[config.mk]
export PLATFORM = sky130hd
export DESIGN_NAME = mos6502_bus_ctrl_flat
export DESIGN_NICKNAME = d
export VERILOG_FILES = /design/src/rtl/mos6502_bus_ctrl_if.sv /design/src/rtl/mos6502_bus_ctrl.sv /design/src/flat_wrapper.sv
export SDC_FILE = /design/constraint.sdc
export NUM_CORES = 1
export LEC_CHECK = 0
export BUFFER_PORTS_ARGS = -buffer_cell sky130_fd_sc_hd__buf_2
export CAP_MARGIN = 30
export CORE_ASPECT_RATIO = 0.5
export CORE_MARGIN = 10
export CORE_UTILIZATION = 44
export DETAILED_ROUTE_END_ITERATION = 6
export PLACE_DENSITY = 0.72
export SETUP_SLACK_MARGIN = 0.4
export SYNTH_ARGS = -nofsm -noshare
export SYNTH_HDL_FRONTEND = slang
export SYNTH_SLANG_ARGS = --single-unit
[constraint.sdc]
create_clock -name wb_clk_i -period 2.55 [get_ports wb_clk_i]
set_input_delay 0.1275 -clock wb_clk_i [delete_from_list [all_inputs] [get_ports wb_clk_i]]
set_output_delay 0.1275 -clock wb_clk_i [all_outputs]
set_load 0.01 [all_outputs]
[src/rtl/mos6502_bus_ctrl_if.sv]
// Core-side and pad-side signal bundle of the 6502 external-bus controller.
// slave = the controller itself; master = whatever drives the core/pad side (core + pads, or a bench).
interface mos6502_bus_ctrl_if;
    logic        enable;
    logic [2:0]  wait_cfg;
    logic [15:0] core_addr;
    logic [7:0]  core_dout;
    logic        core_we;
    logic [7:0]  core_din;
    logic        core_rdy;
    logic [15:0] io_addr;
    logic [7:0]  io_dout;
    logic [7:0]  io_oeb;
    logic [7:0]  io_din;
    logic        io_we;
    logic        io_wait_n;
    logic        bus_err;
    logic        busy;

    modport slave (
        input  enable, wait_cfg, core_addr, core_dout, core_we, io_din, io_wait_n,
        output core_din, core_rdy, io_addr, io_dout, io_oeb, io_we, bus_err, busy
    );

    modport master (
        output enable, wait_cfg, core_addr, core_dout, core_we, io_din, io_wait_n,
        input  core_din, core_rdy, io_addr, io_dout, io_oeb, io_we, bus_err, busy
    );
endinterface

[src/rtl/mos6502_bus_ctrl.sv]
// Registers 6502 accesses onto the pads; latency 3 + wait_cfg + slave stretch clocks.
// Backpressure: core is held with core_rdy low until the one-cycle COMPLETE pulse.
module mos6502_bus_ctrl #(
    parameter int          TIMEOUT     = 255,
    parameter int          SYNC_STAGES = 2,
    parameter logic [7:0]  IDLE_DATA   = 8'hFF
) (
    input  logic              wb_clk_i,
    input  logic              wb_rst_i,
    mos6502_bus_ctrl_if.slave bus
);
    localparam int             TW  = $clog2(TIMEOUT + 1);
    localparam logic [TW-1:0]  TMO = TW'(TIMEOUT);

    typedef enum logic [1:0] {S_IDLE, S_LAUNCH, S_WAIT, S_COMPLETE} state_t;

    state_t                 r_state, w_state_nxt;
    logic [SYNC_STAGES-1:0] r_sync;
    logic [2:0]             r_wcnt, w_wcnt_nxt;
    logic [TW-1:0]          r_tcnt, w_tcnt_nxt, w_tcnt_inc;
    logic [15:0]            r_io_addr, w_io_addr_nxt;
    logic [7:0]             r_io_dout, w_io_dout_nxt;
    logic                   r_io_we, w_io_we_nxt;
    logic [7:0]             r_core_din, w_core_din_nxt;
    logic                   r_bus_err, w_bus_err_nxt;
    logic                   w_wait_s;

    assign w_wait_s   = r_sync[SYNC_STAGES-1];
    assign w_tcnt_inc = r_tcnt + 1'b1;

    // Synchroniser idles high so a missing slave never looks like a wait request.
    always_ff @(posedge wb_clk_i or posedge wb_rst_i) begin
        if (wb_rst_i) r_sync <= '1;
        else          r_sync <= {r_sync[SYNC_STAGES-2:0], bus.io_wait_n};
    end

    always_ff @(posedge wb_clk_i or posedge wb_rst_i) begin
        if (wb_rst_i) begin
            r_state    <= S_IDLE;
            r_wcnt     <= '0;
            r_tcnt     <= '0;
            r_io_addr  <= '0;
            r_io_dout  <= '0;
            r_io_we    <= 1'b0;
            r_core_din <= '0;
            r_bus_err  <= 1'b0;
        end else begin
            r_state    <= w_state_nxt;
            r_wcnt     <= w_wcnt_nxt;
            r_tcnt     <= w_tcnt_nxt;
            r_io_addr  <= w_io_addr_nxt;
            r_io_dout  <= w_io_dout_nxt;
            r_io_we    <= w_io_we_nxt;
            r_core_din <= w_core_din_nxt;
            r_bus_err  <= w_bus_err_nxt;
        end
    end

    always_comb begin
        w_state_nxt    = r_state;
        w_wcnt_nxt     = r_wcnt;
        w_tcnt_nxt     = r_tcnt;
        w_io_addr_nxt  = r_io_addr;
        w_io_dout_nxt  = r_io_dout;
        w_io_we_nxt    = r_io_we;
        w_core_din_nxt = r_core_din;
        w_bus_err_nxt  = r_bus_err;
        case (r_state)
            S_IDLE: begin
                if (bus.enable) w_state_nxt = S_LAUNCH;
            end
            S_LAUNCH: begin
                if (!bus.enable) begin
                    w_state_nxt = S_IDLE;
                end else begin
                    w_io_addr_nxt = bus.core_addr;
                    w_io_dout_nxt = bus.core_dout;
                    w_io_we_nxt   = bus.core_we;
                    w_wcnt_nxt    = bus.wait_cfg;
                    w_tcnt_nxt    = '0;
                    w_state_nxt   = S_WAIT;
                end
            end
            S_WAIT: begin
                if (r_wcnt != 3'd0) begin
                    w_wcnt_nxt = r_wcnt - 3'd1;
                end else if (w_wait_s) begin
                    w_state_nxt = S_COMPLETE;
                    w_io_we_nxt = 1'b0;
                    if (!r_io_we) w_core_din_nxt = bus.io_din;
                end else begin
                    // Slave has held WAIT for TIMEOUT cycles: abandon the access.
                    w_tcnt_nxt = w_tcnt_inc;
                    if (w_tcnt_inc == TMO) begin
                        w_state_nxt   = S_COMPLETE;
                        w_io_we_nxt   = 1'b0;
                        w_bus_err_nxt = 1'b1;
                        if (!r_io_we) w_core_din_nxt = IDLE_DATA;
                    end
                end
            end
            S_COMPLETE: begin
                w_state_nxt = S_LAUNCH;
            end
            default: begin
                w_state_nxt = S_IDLE;
            end
        endcase
    end

    assign bus.core_rdy = (r_state == S_COMPLETE);
    assign bus.busy     = (r_state != S_IDLE);
    assign bus.io_oeb   = (r_state == S_WAIT && r_io_we) ? 8'h00 : 8'hFF;
    assign bus.io_addr  = r_io_addr;
    assign bus.io_dout  = r_io_dout;
    assign bus.io_we    = r_io_we;
    assign bus.core_din = r_core_din;
    assign bus.bus_err  = r_bus_err;
endmodule

[src/flat_wrapper.sv]
// flat-port wrapper written by rule: the top's interface ports become plain ports
module mos6502_bus_ctrl_flat 
#(
    parameter int          TIMEOUT     = 255,
    parameter int          SYNC_STAGES = 2,
    parameter logic [7:0]  IDLE_DATA   = 8'hFF
)
  (wb_clk_i, wb_rst_i, bus_enable, bus_wait_cfg, bus_core_addr, bus_core_dout, bus_core_we, bus_io_din, bus_io_wait_n, bus_core_din, bus_core_rdy, bus_io_addr, bus_io_dout, bus_io_oeb, bus_io_we, bus_bus_err, bus_busy);
  mos6502_bus_ctrl_if bus_i ();
  input  logic wb_clk_i;
  input  logic wb_rst_i;
  input wire logic [$bits(bus_i.enable)-1:0] bus_enable;
  input wire logic [$bits(bus_i.wait_cfg)-1:0] bus_wait_cfg;
  input wire logic [$bits(bus_i.core_addr)-1:0] bus_core_addr;
  input wire logic [$bits(bus_i.core_dout)-1:0] bus_core_dout;
  input wire logic [$bits(bus_i.core_we)-1:0] bus_core_we;
  input wire logic [$bits(bus_i.io_din)-1:0] bus_io_din;
  input wire logic [$bits(bus_i.io_wait_n)-1:0] bus_io_wait_n;
  output wire logic [$bits(bus_i.core_din)-1:0] bus_core_din;
  output wire logic [$bits(bus_i.core_rdy)-1:0] bus_core_rdy;
  output wire logic [$bits(bus_i.io_addr)-1:0] bus_io_addr;
  output wire logic [$bits(bus_i.io_dout)-1:0] bus_io_dout;
  output wire logic [$bits(bus_i.io_oeb)-1:0] bus_io_oeb;
  output wire logic [$bits(bus_i.io_we)-1:0] bus_io_we;
  output wire logic [$bits(bus_i.bus_err)-1:0] bus_bus_err;
  output wire logic [$bits(bus_i.busy)-1:0] bus_busy;
  assign bus_i.enable = bus_enable;
  assign bus_i.wait_cfg = bus_wait_cfg;
  assign bus_i.core_addr = bus_core_addr;
  assign bus_i.core_dout = bus_core_dout;
  assign bus_i.core_we = bus_core_we;
  assign bus_i.io_din = bus_io_din;
  assign bus_i.io_wait_n = bus_io_wait_n;
  assign bus_core_din = bus_i.core_din;
  assign bus_core_rdy = bus_i.core_rdy;
  assign bus_io_addr = bus_i.io_addr;
  assign bus_io_dout = bus_i.io_dout;
  assign bus_io_oeb = bus_i.io_oeb;
  assign bus_io_we = bus_i.io_we;
  assign bus_bus_err = bus_i.bus_err;
  assign bus_busy = bus_i.busy;
  mos6502_bus_ctrl #(.TIMEOUT(TIMEOUT), .SYNC_STAGES(SYNC_STAGES), .IDLE_DATA(IDLE_DATA)) u_core (.wb_clk_i(wb_clk_i), .wb_rst_i(wb_rst_i), .bus(bus_i));
endmodule
## Word-level counts from Yosys, hierarchy flattened

Cells that the tools add are included.

- Bits in registers: 49
- Input port bits: 40
- Memories: 0
- Latch bits: 0
- Word-level logic and storage cells: 60
- RAM bits: 0
- Output and inout port bits: 44
- Memory bits (read-only): 0

- $add $sub $neg: 2
- $lt $le $gt $ge: 0
- Multipliers: 0
- Reductions and logical operators: 13
- Shift-type cells: 0
- Div/mod/pow operators: 0
- Multiplexer cells: 23
- Bitwise operators: 3
- Eq/ne operators: 10

Operator list:

| kind | number |
|---|---|
| 8-bit two-way mux | 8 |
| 8-bit case mux with 2 select lines | 1 |
| 4-bit AND reduction | 4 |
| 2-bit two-way mux | 5 |
| 8-bit by 1-bit adder with 8-bit output, second input constant | 1 |
| 8-bit == test, second input constant | 1 |
| 2-bit inequality test, second input constant | 4 |
| 2-bit case mux with 4 select lines | 1 |
| 3-bit two-way mux | 2 |
| 3-bit case mux with 2 select lines | 1 |
| 3-bit AND reduction | 2 |
| 2-bit nonzero test | 3 |
| 2-bit == test, second input constant | 2 |
| 1-bit two-way mux | 4 |
| 3-bit by 1-bit inequality test with 1-bit output, second input constant | 1 |
| 1-bit NOT | 3 |
| 3-bit nonzero test | 1 |
| 3-bit by 1-bit subtractor with 3-bit output, second input constant | 1 |
| 2-bit by 1-bit == test with 1-bit output, second input constant | 1 |
| 2-bit logical NOT | 1 |
| 2-bit by 1-bit inequality test with 1-bit output, second input constant | 1 |
| 1-bit case mux with 2 select lines | 1 |
| 2-bit AND reduction | 1 |
| 1-bit logical AND | 1 |

## Longest topological paths before layout

Gate-level depths: netlist (run 1).

- Depth in word-level cells: 6
- Depth in mapped cells: 8
- Mapped depth without buffers: 7

## Worst setup path before layout (run 1)

OpenSTA, ideal clock, no wires.

- Path kind: reg2reg
- Start: reg u_core.r_tcnt[0]
- End: reg u_core.r_io_we (netlist: u_core.bus.io_we)
- Buffers on the path: 1
- Path slack: 0.823 ns
- Arrival time: 1.608 ns
- Period minus slack after synthesis: 1.727 ns
- Data required time: 2.431 ns
- Setup time: 0.119 ns
- Stages on the path, launching flop included: 7
- Path through: dfrtp_1 > ha_1 > buf_4 > or2b_1 > o221ai_1 > a21oi_2 > o21ba_1

- Longest elaborated chain between the ends: 4

RTL lines:

| what | RTL line | RTL |
|---|---|---|
| start: declaration | mos6502_bus_ctrl.sv:20 | `logic [TW-1:0] r_tcnt, w_tcnt_nxt, w_tcnt_inc;` |
| start signal: assignment | mos6502_bus_ctrl.sv:50 | `r_tcnt <= w_tcnt_nxt;` |
| 8-bit by 1-bit adder with 8-bit output | mos6502_bus_ctrl.sv:29 | `assign w_tcnt_inc = r_tcnt + 1'b1;` |
| 8-bit == test | mos6502_bus_ctrl.sv:94 | `if (w_tcnt_inc == TMO) begin` |
| 3-bit by 1-bit inequality test with 1-bit output (no source line) | -- |  |
| 4-bit AND reduction (no source line) | -- |  |
| end signal: assignment | mos6502_bus_ctrl.sv:53 | `r_io_we <= w_io_we_nxt;` |
| end: declaration | mos6502_bus_ctrl.sv:23 | `logic r_io_we, w_io_we_nxt;` |

No other way between the ends.
A chain may end at the register's enable or synchronous reset.

## Final worst setup path (run 1)

- Start: reg u_core.r_state[0]
- End: reg u_core.r_tcnt[6]

- Longest elaborated chain between the ends: 3
- Elaborated cells between the ends (all ways): 8
- Those cells by class: eq/ne: 5; mux: 1; reduce/logical: 2

RTL lines:

| what | RTL line | RTL |
|---|---|---|
| start: declaration | mos6502_bus_ctrl.sv:17 | `state_t r_state, w_state_nxt;` |
| start signal: assignment | mos6502_bus_ctrl.sv:48 | `r_state <= w_state_nxt;` |
| 2-bit == test / 2-bit by 1-bit == test with 1-bit output (equally long branches) | mos6502_bus_ctrl.sv:68 | `case (r_state)` |
| 2-bit inequality test (no source line) / 2-bit nonzero test (equally long branches) | -- |  |
| 4-bit AND reduction (no source line) | -- |  |

Parallel ways exist; a longest one is shown, timed or not.

==> impl_metrics.tcl, run 1 <==
set metrics [dict create \
    grt_pass1_wl_um 9600 \
    area_growth_pct 25.7 \
    yosysTopAreaCellShare_pct 48.3 \
    yosysWarnings 0 \
    routedWlPerCell_um 15.0 \
    io_buffers 83 \
    grt_pass1_vias 1965 \
    cts.repair.resized 0 \
    holdCritPathClass "primary input to register" \
    antenna_found_initial 0 \
    antenna_cells_inserted 0 \
    max_cap_viol_count 0 \
    synth_common_cells "47 x dfrtp_1, 24 x mux2_2, 17 x inv_1" \
    synth_ff_type "dfrtp_1" \
    gp_congestion 0.847 \
    synth_edf_count 0 \
    yosys.area_share.adder_pct 4.62 \
    grt_max_degree 36 \
    ir_worst_vdd_mv 0.482 \
    cp.arrival_ns 2.18 \
    ys_ff_latch 49 \
    overflow 0 \
    htreeDepth 2 \
    crit_start "u_core.r_state[0]" \
    vias 1929 \
    setup_viol 0 \
    clk_pin_slew_ns 0.09 \
    use_met3_pct 3.77 \
    synth-simple-area-share_pct 11.1 \
    clock-sinks 49 \
    worstMarginPinSlew_ns 0.519 \
    postRouteAntennaNets 0 \
    crit_path_top_delay_cell "dfrtp_1" \
    cts_buffer_depth 2 \
    grtUsageMet2_pct 23.3 \
    grtUsageTotal_pct 12.6 \
    rsz0062_at_grt "false" \
    stdcell_area_um2 3060 \
    syn_area_um2 2440 \
    dp_hpwl_um 4530 \
    yosys.cell_types.count 43 \
    met1_usage_pct 14.1 \
    synth_compound_area_share_pct 15.0 \
    finClkSkew_ns 0.00775 \
    worstPathRequired_ns 2.74 \
    cts-root-buf "clkbuf_8" \
    power_leakage_nw 1.43 \
    finalWirelength_um 5750 \
    cp_slowest_stage_delay_ns 0.46 \
    setup_tns_ns 0 \
    syn_inst 223 \
    worstSetupPathType "register to register" \
    drv_slew 0 \
    dieArea_um2 9090 \
    num_io_pins 84 \
    synthXorXnorAreaFrac_pct 0 \
    powerDensity_nw_per_um2 956 \
    cp_max_fo 13 \
    numCtsBuffers 5 \
    min_period_over_period_pct 78.3 \
    clk_latency_ns 0.30 \
    synth_top_family_by_area "compound AO/OA/AOI/OAI gates" \
    row_count 19 \
    timing.rr.start "u_core.r_state[0]" \
    cts_tree "done" \
    max_clock_freq_ghz 0.501 \
    critPathCapture "u_core.r_tcnt[6]" \
    drive_gt1_share_pct 41.4 \
    hold_violations 0 \
    synth-async-reset-ratio_pct 100 \
    final_nets 357 \
    reg2reg_slack_ns 0.55 \
    die_x_um 125 \
    relSlewSlack_pct 65.4 \
    muxShareOfSynthArea_pct 13.1 \
    ys_top_cells_by_area "dfrtp_1 48%, mux2_2 11%, ha_1 4.6%" \
    syn_avg_cell_area_um2 10.9 \
    place_area_um2 2930 \
    end_kind "register" \
    reg2regPathDepth 7 \
    start_util_pct 44.9 \
    remaining_drc_errors 0 \
    status "finished, final reports clean" \
    reg2reg_to "u_core.r_tcnt[6]" \
    grt_most_used_layer "met2" \
    viasPerCell 5.05 \
    core-area_um2 5420 \
    worstSetupStartpointType "register" \
    yosysTopAreaCell "dfrtp_1" \
    synth_most_common_cell "dfrtp_1" \
    die_h_um 72.6 \
    ys_seq_area_share_pct 50.4 \
    crit_chain "inv_1 > ha_1 > nor2b_1 > nand3_1 > a41oi_1 > o21ai_0 > o41ai_1" \
    drtIter0Drc 97 \
    syn-num-nets 272 \
    dr.pass1.iters 4 \
    min_period_ns 2.00 \
]
-- routing by layer --
metal / vias up / share of wire (%) / wire, um
li1: 955 / - / -
met4: 0 / 0.59 / 34
met2: 34 / 53 / 3050
met3: 4 / 4.4 / 254
met5: - / 0 / 0
met1: 936 / 42 / 2410
-- worst min path at each step --
stage                                 from  depth (start not counted)                    end
final                     bus_core_addr[9]                          2  u_core.bus.io_addr[9]
after floorplan              bus_io_wait_n                          0       u_core.r_sync[0]
after CTS                 bus_core_addr[9]                          2  u_core.bus.io_addr[9]
after global routing      bus_core_addr[9]                          2  u_core.bus.io_addr[9]
after detailed placement          wb_rst_i                          2  u_core.bus.io_dout[5]
after global placement       bus_io_wait_n                          1       u_core.r_sync[0]
-- state kept, by name, summed over array words and instances (netlist names) --
| register | count |
|---|---|
| u_core.bus.io_addr | 16 |
| u_core.bus.core_din | 8 |
| u_core.bus.io_dout | 8 |
| u_core.r_tcnt | 8 |
| u_core.r_wcnt | 3 |
| u_core.r_state | 2 |
| u_core.r_sync | 2 |
| u_core.bus.bus_err | 1 |
| u_core.bus.io_we | 1 |
-- critical path, delay by kind of cell, from the launching register on --
| family | cells | cell delay (ns) |
|---|---|---|
| flops | 1 | 0.46 |
| compound gates | 3 | 0.48 |
| simple gates | 2 | 0.67 |
| fa+ha+maj | 1 | 0.16 |
| buf+inv | 1 | 0.11 |
-- repair_timing --
item / 4_1_cts / 5_1_grt
hold endpoints to repair: 15 / 0
hold buffers: 2 / 0
setup endpoints to repair: 0 / 0
buffers inserted: 0 / 0
-- power by group --
part | switching, W | total, W | internal [W] | leakage [nW]
clock | 0.000258 | 0.000555 | 0.000296 | 0.0558
sequential | 0.000144 | 0.00117 | 0.00103 | 0.611
combinational | 0.000619 | 0.00120 | 0.000581 | 0.762
total | 0.00102 | 0.00293 | 0.00191 | 1.43
-- kinds of logic (layout without fill, tap and decap cells) --
logic type | Yosys count | after routing
multiplexers | 29 | 29
buffers and inverters | 29 | 115
adder cells (fa/ha/maj) | 9 | 9
flip-flops | 49 | 49
AND/OR/NAND/NOR | 51 | 51
AO/OA/AOI/OAI | 56 | 56
-- layout make-up --
| type | instances | area, um2 |
|---|---|---|
| clock inverter | 2 | 38.8 |
| clock buffer | 6 | 72.6 |
| fill | 477 | 2360 |
| tap | 73 | 91.3 |
| inverter | 17 | 63.8 |
| multi-input combinational | 145 | 1070 |
| timing repair buffer | 90 | 498 |
| sequential | 49 | 1230 |
-- stage by stage --
stage                     instances  hold WS, ns  worst slack, ns  total power [W]  util [%]
after floorplan                 223        0.132            0.823          0.00195         -
after global placement          371        0.244            0.632          0.00236      53.7
final                           382       0.0481            0.554          0.00293      56.5
after CTS                       382       0.0381            0.570          0.00297      56.5
after global routing            382       0.0275            0.412          0.00316      56.5
after detailed placement        372        0.120            0.619          0.00241      54.1
-- layout by cell type (no fill, tap or decap), drive strengths merged, types with 2 or more instances in the layout --
master,netlist,layout
buf,9,88
dfrtp,47,47
mux2,24,24
inv,17,18
nand2,16,16
o21ai,15,15
a21oi,15,15
ha,9,9
o22ai,8,8
nor2,7,7
clkbuf,3,6
mux2i,5,5
nand2b,5,5
nand3,5,5
nor2b,4,4
o31ai,4,4
nand4,2,2
nand3b,2,2
nand4b,2,2
nor3,2,2
o211ai,2,2
dlygate4sd3,0,2
dfstp,2,2
a221oi,2,2
and2,2,2
o221ai,2,2
(Power assumes the default switching activity.)
==> run 2, diff against run 1 <==
--- a/config.mk
+++ b/config.mk
@@ -5,13 +5,14 @@
 export SDC_FILE = /design/constraint.sdc
 export NUM_CORES = 1
 export LEC_CHECK = 0
+export ABC_AREA = 1
 export BUFFER_PORTS_ARGS = -buffer_cell sky130_fd_sc_hd__buf_2
 export CAP_MARGIN = 30
 export CORE_ASPECT_RATIO = 0.5
 export CORE_MARGIN = 10
 export CORE_UTILIZATION = 44
 export DETAILED_ROUTE_END_ITERATION = 6
-export PLACE_DENSITY = 0.72
+export PLACE_DENSITY = 0.75
 export SETUP_SLACK_MARGIN = 0.4
 export SYNTH_ARGS = -nofsm -noshare
 export SYNTH_HDL_FRONTEND = slang
==> constraint.sdc (replaced) <==
create_clock -name wb_clk_i -period 1.7 [get_ports wb_clk_i]
set_input_delay 0.085 -clock wb_clk_i [delete_from_list [all_inputs] [get_ports wb_clk_i]]
set_output_delay 0.085 -clock wb_clk_i [all_outputs]
set_load 0.01 [all_outputs]
==> impl_metrics.tcl, run 2 <==
set metrics [dict create \
    row_count 18 \
    utilization_pct 75.8 \
    grt_pass1_wl_um 11400 \
    worst_slack_ns -0.0148 \
    stdcell_area_um2 3840 \
    worstPathRequired_ns 1.88 \
    cts_buffer_depth 2 \
    relSlewSlack_pct 71.1 \
    yosysWarnings 0 \
    cts-root-buf "clkbuf_8" \
    rsz0062_at_grt "true" \
    worstSetupStartpointType "register" \
    viasPerCell 5.03 \
    grt_pass1_vias 2402 \
    place_area_um2 2890 \
    max_clock_freq_ghz 0.583 \
    p_total_w 0.00513 \
    syn_inst 276 \
    dp_hpwl_um 4570 \
    htreeDepth 2 \
    syn-num-nets 325 \
    min_period_ns 1.71 \
    use_met3_pct 3.52 \
    dieArea_um2 8880 \
    worstMarginPinSlew_ns 0.433 \
    synth_edf_count 0 \
    setup_viol 1 \
    syn_area_um2 2360 \
    met1_usage_pct 16.2 \
    drv_slew 0 \
    clock-sinks 49 \
    yosysTopAreaCell "dfrtp_1" \
    io_buffers 83 \
    vias 2439 \
    ys_ff_latch 49 \
    synth_most_common_cell "nand2_1" \
    seq_area_um2 1230 \
    area_growth_pct 62.7 \
    grtUsageTotal_pct 15.7 \
    grt_most_used_layer "met2" \
    min_period_over_period_pct 101 \
    synth-async-reset-ratio_pct 100 \
    yosys.cell_types.count 28 \
    layout_commonest_cell "nand2_1" \
    finClkSkew_ns 0.0121 \
    cp.arrival_ns 1.90 \
    violations "negative setup slack" \
    mostFrequentLayoutCells "79 x nand2_1, 78 x buf_2, 44 x dfrtp_1" \
    synth_ff_type "dfrtp_1" \
    syn_avg_cell_area_um2 8.56 \
    gp_congestion 0.781 \
    numCtsBuffers 5 \
    power_leakage_nw 1.87 \
    postRouteAntennaNets 0 \
    holdCritPathClass "primary input to register" \
    end_kind "register" \
    grtUsageMet2_pct 30.9 \
    worstSetupPathType "register to register" \
    antenna_found_initial 1 \
    synth_common_cells "107 x nand2_1, 47 x dfrtp_1, 24 x inv_1" \
    nFillCells 311 \
    cts_tree "done" \
    clk_pin_slew_ns 0.10 \
    cp_max_fo 8 \
    timing.rr.start "u_core.r_tcnt[0]" \
    ys_top_cells_by_area "dfrtp_1 50%, nand2_1 17%, ha_1 4.8%" \
    ir_worst_vdd_mv 0.901 \
    hold_violations 0 \
    status "complete, but fails checks" \
    routedWlPerCell_um 17.2 \
    multi_input_area_um2 1260 \
    largest_reg_flops 16 \
    crit_start "u_core.r_tcnt[0]" \
    num_io_pins 84 \
    core-area_um2 5070 \
    max_cap_viol_count 0 \
    final_nets 462 \
    grt_max_degree 25 \
    clk_latency_ns 0.30 \
    remaining_drc_errors 0 \
    dr.pass1.iters 4 \
    hp-start "bus_io_din[3]" \
    drtIter0Drc 165 \
    die_x_um 124 \
    overflow 0 \
    finalWirelength_um 8340 \
    start_util_pct 46.6 \
    ys_seq_area_share_pct 52.0 \
    powerDensity_nw_per_um2 1340 \
    die_h_um 71.8 \
    drive_gt1_share_pct 52.7 \
    yosysTopAreaCellShare_pct 49.8 \
]
-- run 2: cell count changes in the layout (fill, tap and decap cells not counted), moves of 13 or more --
cell           delta
buf_6            +14
nand2_2          +27
buf_4            +13
o21ai_0          -13
a21oi_1          -13
nand2_1          +64
mux2_2           -24
dlygate4sd3_1    +24
-- run 2: final cells by class --
cell class,count,share of cell area (%)
multi-input cells,189,32.9
clock buffers,6,2.15
diodes,1,0.0651
flip-flops and latches,49,32.1
inverters,26,2.96
clock inverters,2,0.358
well taps,70,2.28
repair buffers,139,26.6
repair inverters,3,0.586
-- run 2: power breakdown --
part | total (W) | leakage (nW) | switching (W) | internal (W)
registers | 0.00185 | 0.589 | 0.000292 | 0.00155
clock network | 0.000739 | 0.0512 | 0.000408 | 0.000331
logic | 0.00255 | 1.23 | 0.00138 | 0.00117
total | 0.00513 | 1.87 | 0.00208 | 0.00305
-- run 2: repair_timing --
| item | CTS | global route |
|---|---|---|
| hold buffers | 26 | 0 |
| cloned | 4 | 2 |
| endpoints found under the setup margin | 56 | 57 |
| pin swaps | 13 | 21 |
| buffers inserted | 13 | 10 |
| gates resized for setup | 40 | 55 |
| hold endpoints to repair | 34 | 0 |
-- run 2: cell families after synthesis --
kind of cell               synth area share (%)
buffers and inverters                      7.63
AOI/OAI and AO/OA                          8.26
adders and majority gates                  4.77
DFF                                        52.0
and+or+nand+nor                            27.3
-- run 2: path summary, 6_finish.rpt --
path,endpoint,slack (ns),cells after the start
setup / recovery,u_core.bus.core_din[0],-0.01,10
hold / removal,u_core.bus.core_din[3],0.05,3
setup reg to reg,u_core.bus.core_din[0],-0.01,10
hold reg to reg,u_core.r_sync[1],0.38,0
max in group asynchronous,u_core.r_tcnt[2],0.91,4
min in group asynchronous,u_core.bus.core_din[1],0.25,3
-- run 2: per-stage QoR --
step | worst slack [ns] | TNS [ns] | instances | hold WS (ns)
floorplan | 0.102 | 0 | 276 | 0.0895
global placement | 0.0931 | 0 | 421 | 0.00645
detailed placement | 0.00345 | 0 | 421 | 0.00881
CTS | 0.0686 | 0 | 472 | 0.0228
global route | -0.0796 | -0.698 | 485 | 0.0462
finish | -0.0148 | -0.0148 | 485 | 0.0486
-- run 2: metal layers --
layer  routed length [um]  share of wire (%)  vias to the layer above
met5                    0                  0                        -
met4                  270                3.2                        0
met3                  399                4.8                       22
met2                 4550                 55                       82
met1                 3120                 37                     1198
li1                     -                  -                     1137
-- run 2: worst max-delay path, stage by stage (launching register included) --
cell and delay [ns]:
dfrtp_1 0.43, ha_4 0.19, nand3_2 0.08, o21ai_1 0.15, nand2_1 0.12, nor2_4 0.17
nand2_4 0.08, nand2_4 0.11, nand2_8 0.11, nand2_2 0.08, o21ai_2 0.05
==> run 3, diff against run 2 <==
--- a/config.mk
+++ b/config.mk
@@ -13,7 +13,7 @@
 export CORE_UTILIZATION = 44
 export DETAILED_ROUTE_END_ITERATION = 6
 export PLACE_DENSITY = 0.75
-export SETUP_SLACK_MARGIN = 0.4
+export SETUP_SLACK_MARGIN = 0.15
 export SYNTH_ARGS = -nofsm -noshare
 export SYNTH_HDL_FRONTEND = slang
 export SYNTH_SLANG_ARGS = --single-unit
==> impl_metrics.tcl, run 3 (synthesis gave the netlist of run 2 again) <==
set metrics [dict create \
    postRouteAntennaNets 0 \
    finClkSkew_ns 0.00284 \
    finalWirelength_um 6900 \
    timing.rr.start "u_core.r_tcnt[0]" \
    antenna_found_initial 0 \
    cts-root-buf "clkbuf_8" \
    worstPathRequired_ns 1.90 \
    clock-sinks 49 \
    worst_slack_ns 0.0399 \
    largest_reg_flops 16 \
    dieArea_um2 8880 \
    holdPathEnd "u_core.bus.core_din[1]" \
    finalNonFillerCells 470 \
    cts_buffer_depth 2 \
    comb_power_share_pct 40.5 \
    relSlewSlack_pct 62.7 \
    clk_pin_slew_ns 0.09 \
    worstSetupPathType "register to register" \
    core-area_um2 5070 \
    stdcell_area_um2 3500 \
    cp.arrival_ns 1.86 \
    die_x_um 124 \
    grtUsageTotal_pct 15.0 \
    pwr-share-seq_pct 38.2 \
    reg2reg_slack_ns 0.04 \
    worstSetupStartpointType "register" \
    dr.pass1.iters 4 \
    swShare_pct 37.3 \
    vias 2270 \
    place_area_um2 2860 \
    grt_pass1_vias 2328 \
    gp_congestion 0.855 \
    max_cap_viol_count 0 \
    area_growth_pct 48.4 \
    hold_violations 0 \
    routedWlPerCell_um 14.7 \
    rsz0062_at_grt "true" \
    min_period_over_period_pct 97.7 \
    num_io_pins 84 \
    numCtsBuffers 5 \
    intPower_w 0.00293 \
    pre_cts_ws_ns 0.0300 \
    hp-start "bus_io_din[1]" \
    drtIter0Drc 108 \
    worstHoldPathCells 3 \
    crit_start "u_core.r_tcnt[0]" \
    grt_max_degree 28 \
    p_total_w 0.00468 \
    htreeDepth 2 \
    cts_tree "done" \
    seq_area_um2 1230 \
    clk_latency_ns 0.30 \
    nFillCells 372 \
    cp_max_fo 8 \
    reg2reg_to "u_core.bus.core_din[3]" \
    reg2regPathDepth 10 \
    io_buffers 83 \
    dp.cells 426 \
    min_period_ns 1.66 \
    antenna_cells_inserted 0 \
    row_count 18 \
    setup_viol 0 \
    drive_gt1_share_pct 43.5 \
    powerDensity_nw_per_um2 1340 \
    power_leakage_nw 1.76 \
    layout_commonest_cell "nand2_1" \
    multi_input_area_um2 1120 \
    dp_hpwl_um 4580 \
    holdCritPathClass "primary input to register" \
    drv_slew 0 \
    end_kind "register" \
    viasPerCell 4.83 \
    overflow 0 \
    grt_pass1_wl_um 10900 \
    p_switching_w 0.00175 \
    status "finished, final reports clean" \
    die_h_um 71.8 \
    hold_ws_ns 0.0395 \
    ir_worst_vdd_mv 0.869 \
    start_util_pct 46.6 \
    final_nets 448 \
    max_clock_freq_ghz 0.602 \
    power.share.clock_pct 21.3 \
    mostFrequentLayoutCells "96 x nand2_1, 83 x buf_2, 44 x dfrtp_1" \
    remaining_drc_errors 0 \
    worstMarginPinSlew_ns 0.558 \
]
run 3: worst max path at each step:
stage	to	slack [ns]
2_1_floorplan	u_core.bus.core_din[0]	0.10
3_3_place_gp	u_core.bus.core_din[3]	0.09
3_5_place_dp	u_core.bus.core_din[5]	0.03
4_1_cts	u_core.bus.core_din[5]	0.07
5_1_grt	u_core.bus.core_din[3]	-0.02
6_report	u_core.bus.core_din[3]	0.04
run 3: layer usage:
metal	GRT usage, %	vias to the layer above	routed length [um]
met5	0	-	0
met4	3.85	0	64
met3	4.07	5	339
met2	27.8	64	3870
met1	16.6	1094	2630
li1	-	1107	-
run 3: final cells by class:
cell class / instances / area share (%)
Clock buffer: 5 / 1.96
Clock inverter: 3 / 1.96
Inverter: 26 / 2.96
Multi-Input combinational cell: 189 / 32.1
Sequential cell: 49 / 35.2
Tap cell: 70 / 2.50
Timing Repair Buffer: 126 / 23.0
Timing Repair inverter: 2 / 0.357
run 3: power by group through the flow:
stage,combinational (W),sequential [W],clock (W)
finish,0.00190,0.00179,0.000998
global route,0.00210,0.00184,0.00106
CTS,0.00180,0.00176,0.00102
detailed placement,0.00170,0.00176,0
global placement,0.00162,0.00176,0
floorplan,0.000812,0.00193,0
run 3: worst max-delay path, cell delays in order, from the launching register on:
cell	delay (ns)
dfrtp_2	0.42
ha_4	0.18
nand3_2	0.09
o21ai_2	0.14
nand2_1	0.09
nor2_2	0.16
nand2_2	0.10
nand2_4	0.13
nand2_8	0.11
nand2_1	0.09
o21ai_2	0.05
run 3: timing repair:
action,in CTS,in global routing
pin swaps,1,6
gates cloned,2,1
resized for setup,9,38
hold buffers,26,0
endpoints found under the setup margin,47,51
buffers inserted,2,5
endpoints found under the hold margin,48,0
run 3: through the flow:
step / TNS, ns / util, %
6_report: 0 / 69.2
3_5_place_dp: 0 / 56.5
4_1_cts: 0 / 65.8
3_3_place_gp: 0 / 56.5
2_1_floorplan: 0 / -
5_1_grt: -0.0668 / 69.2
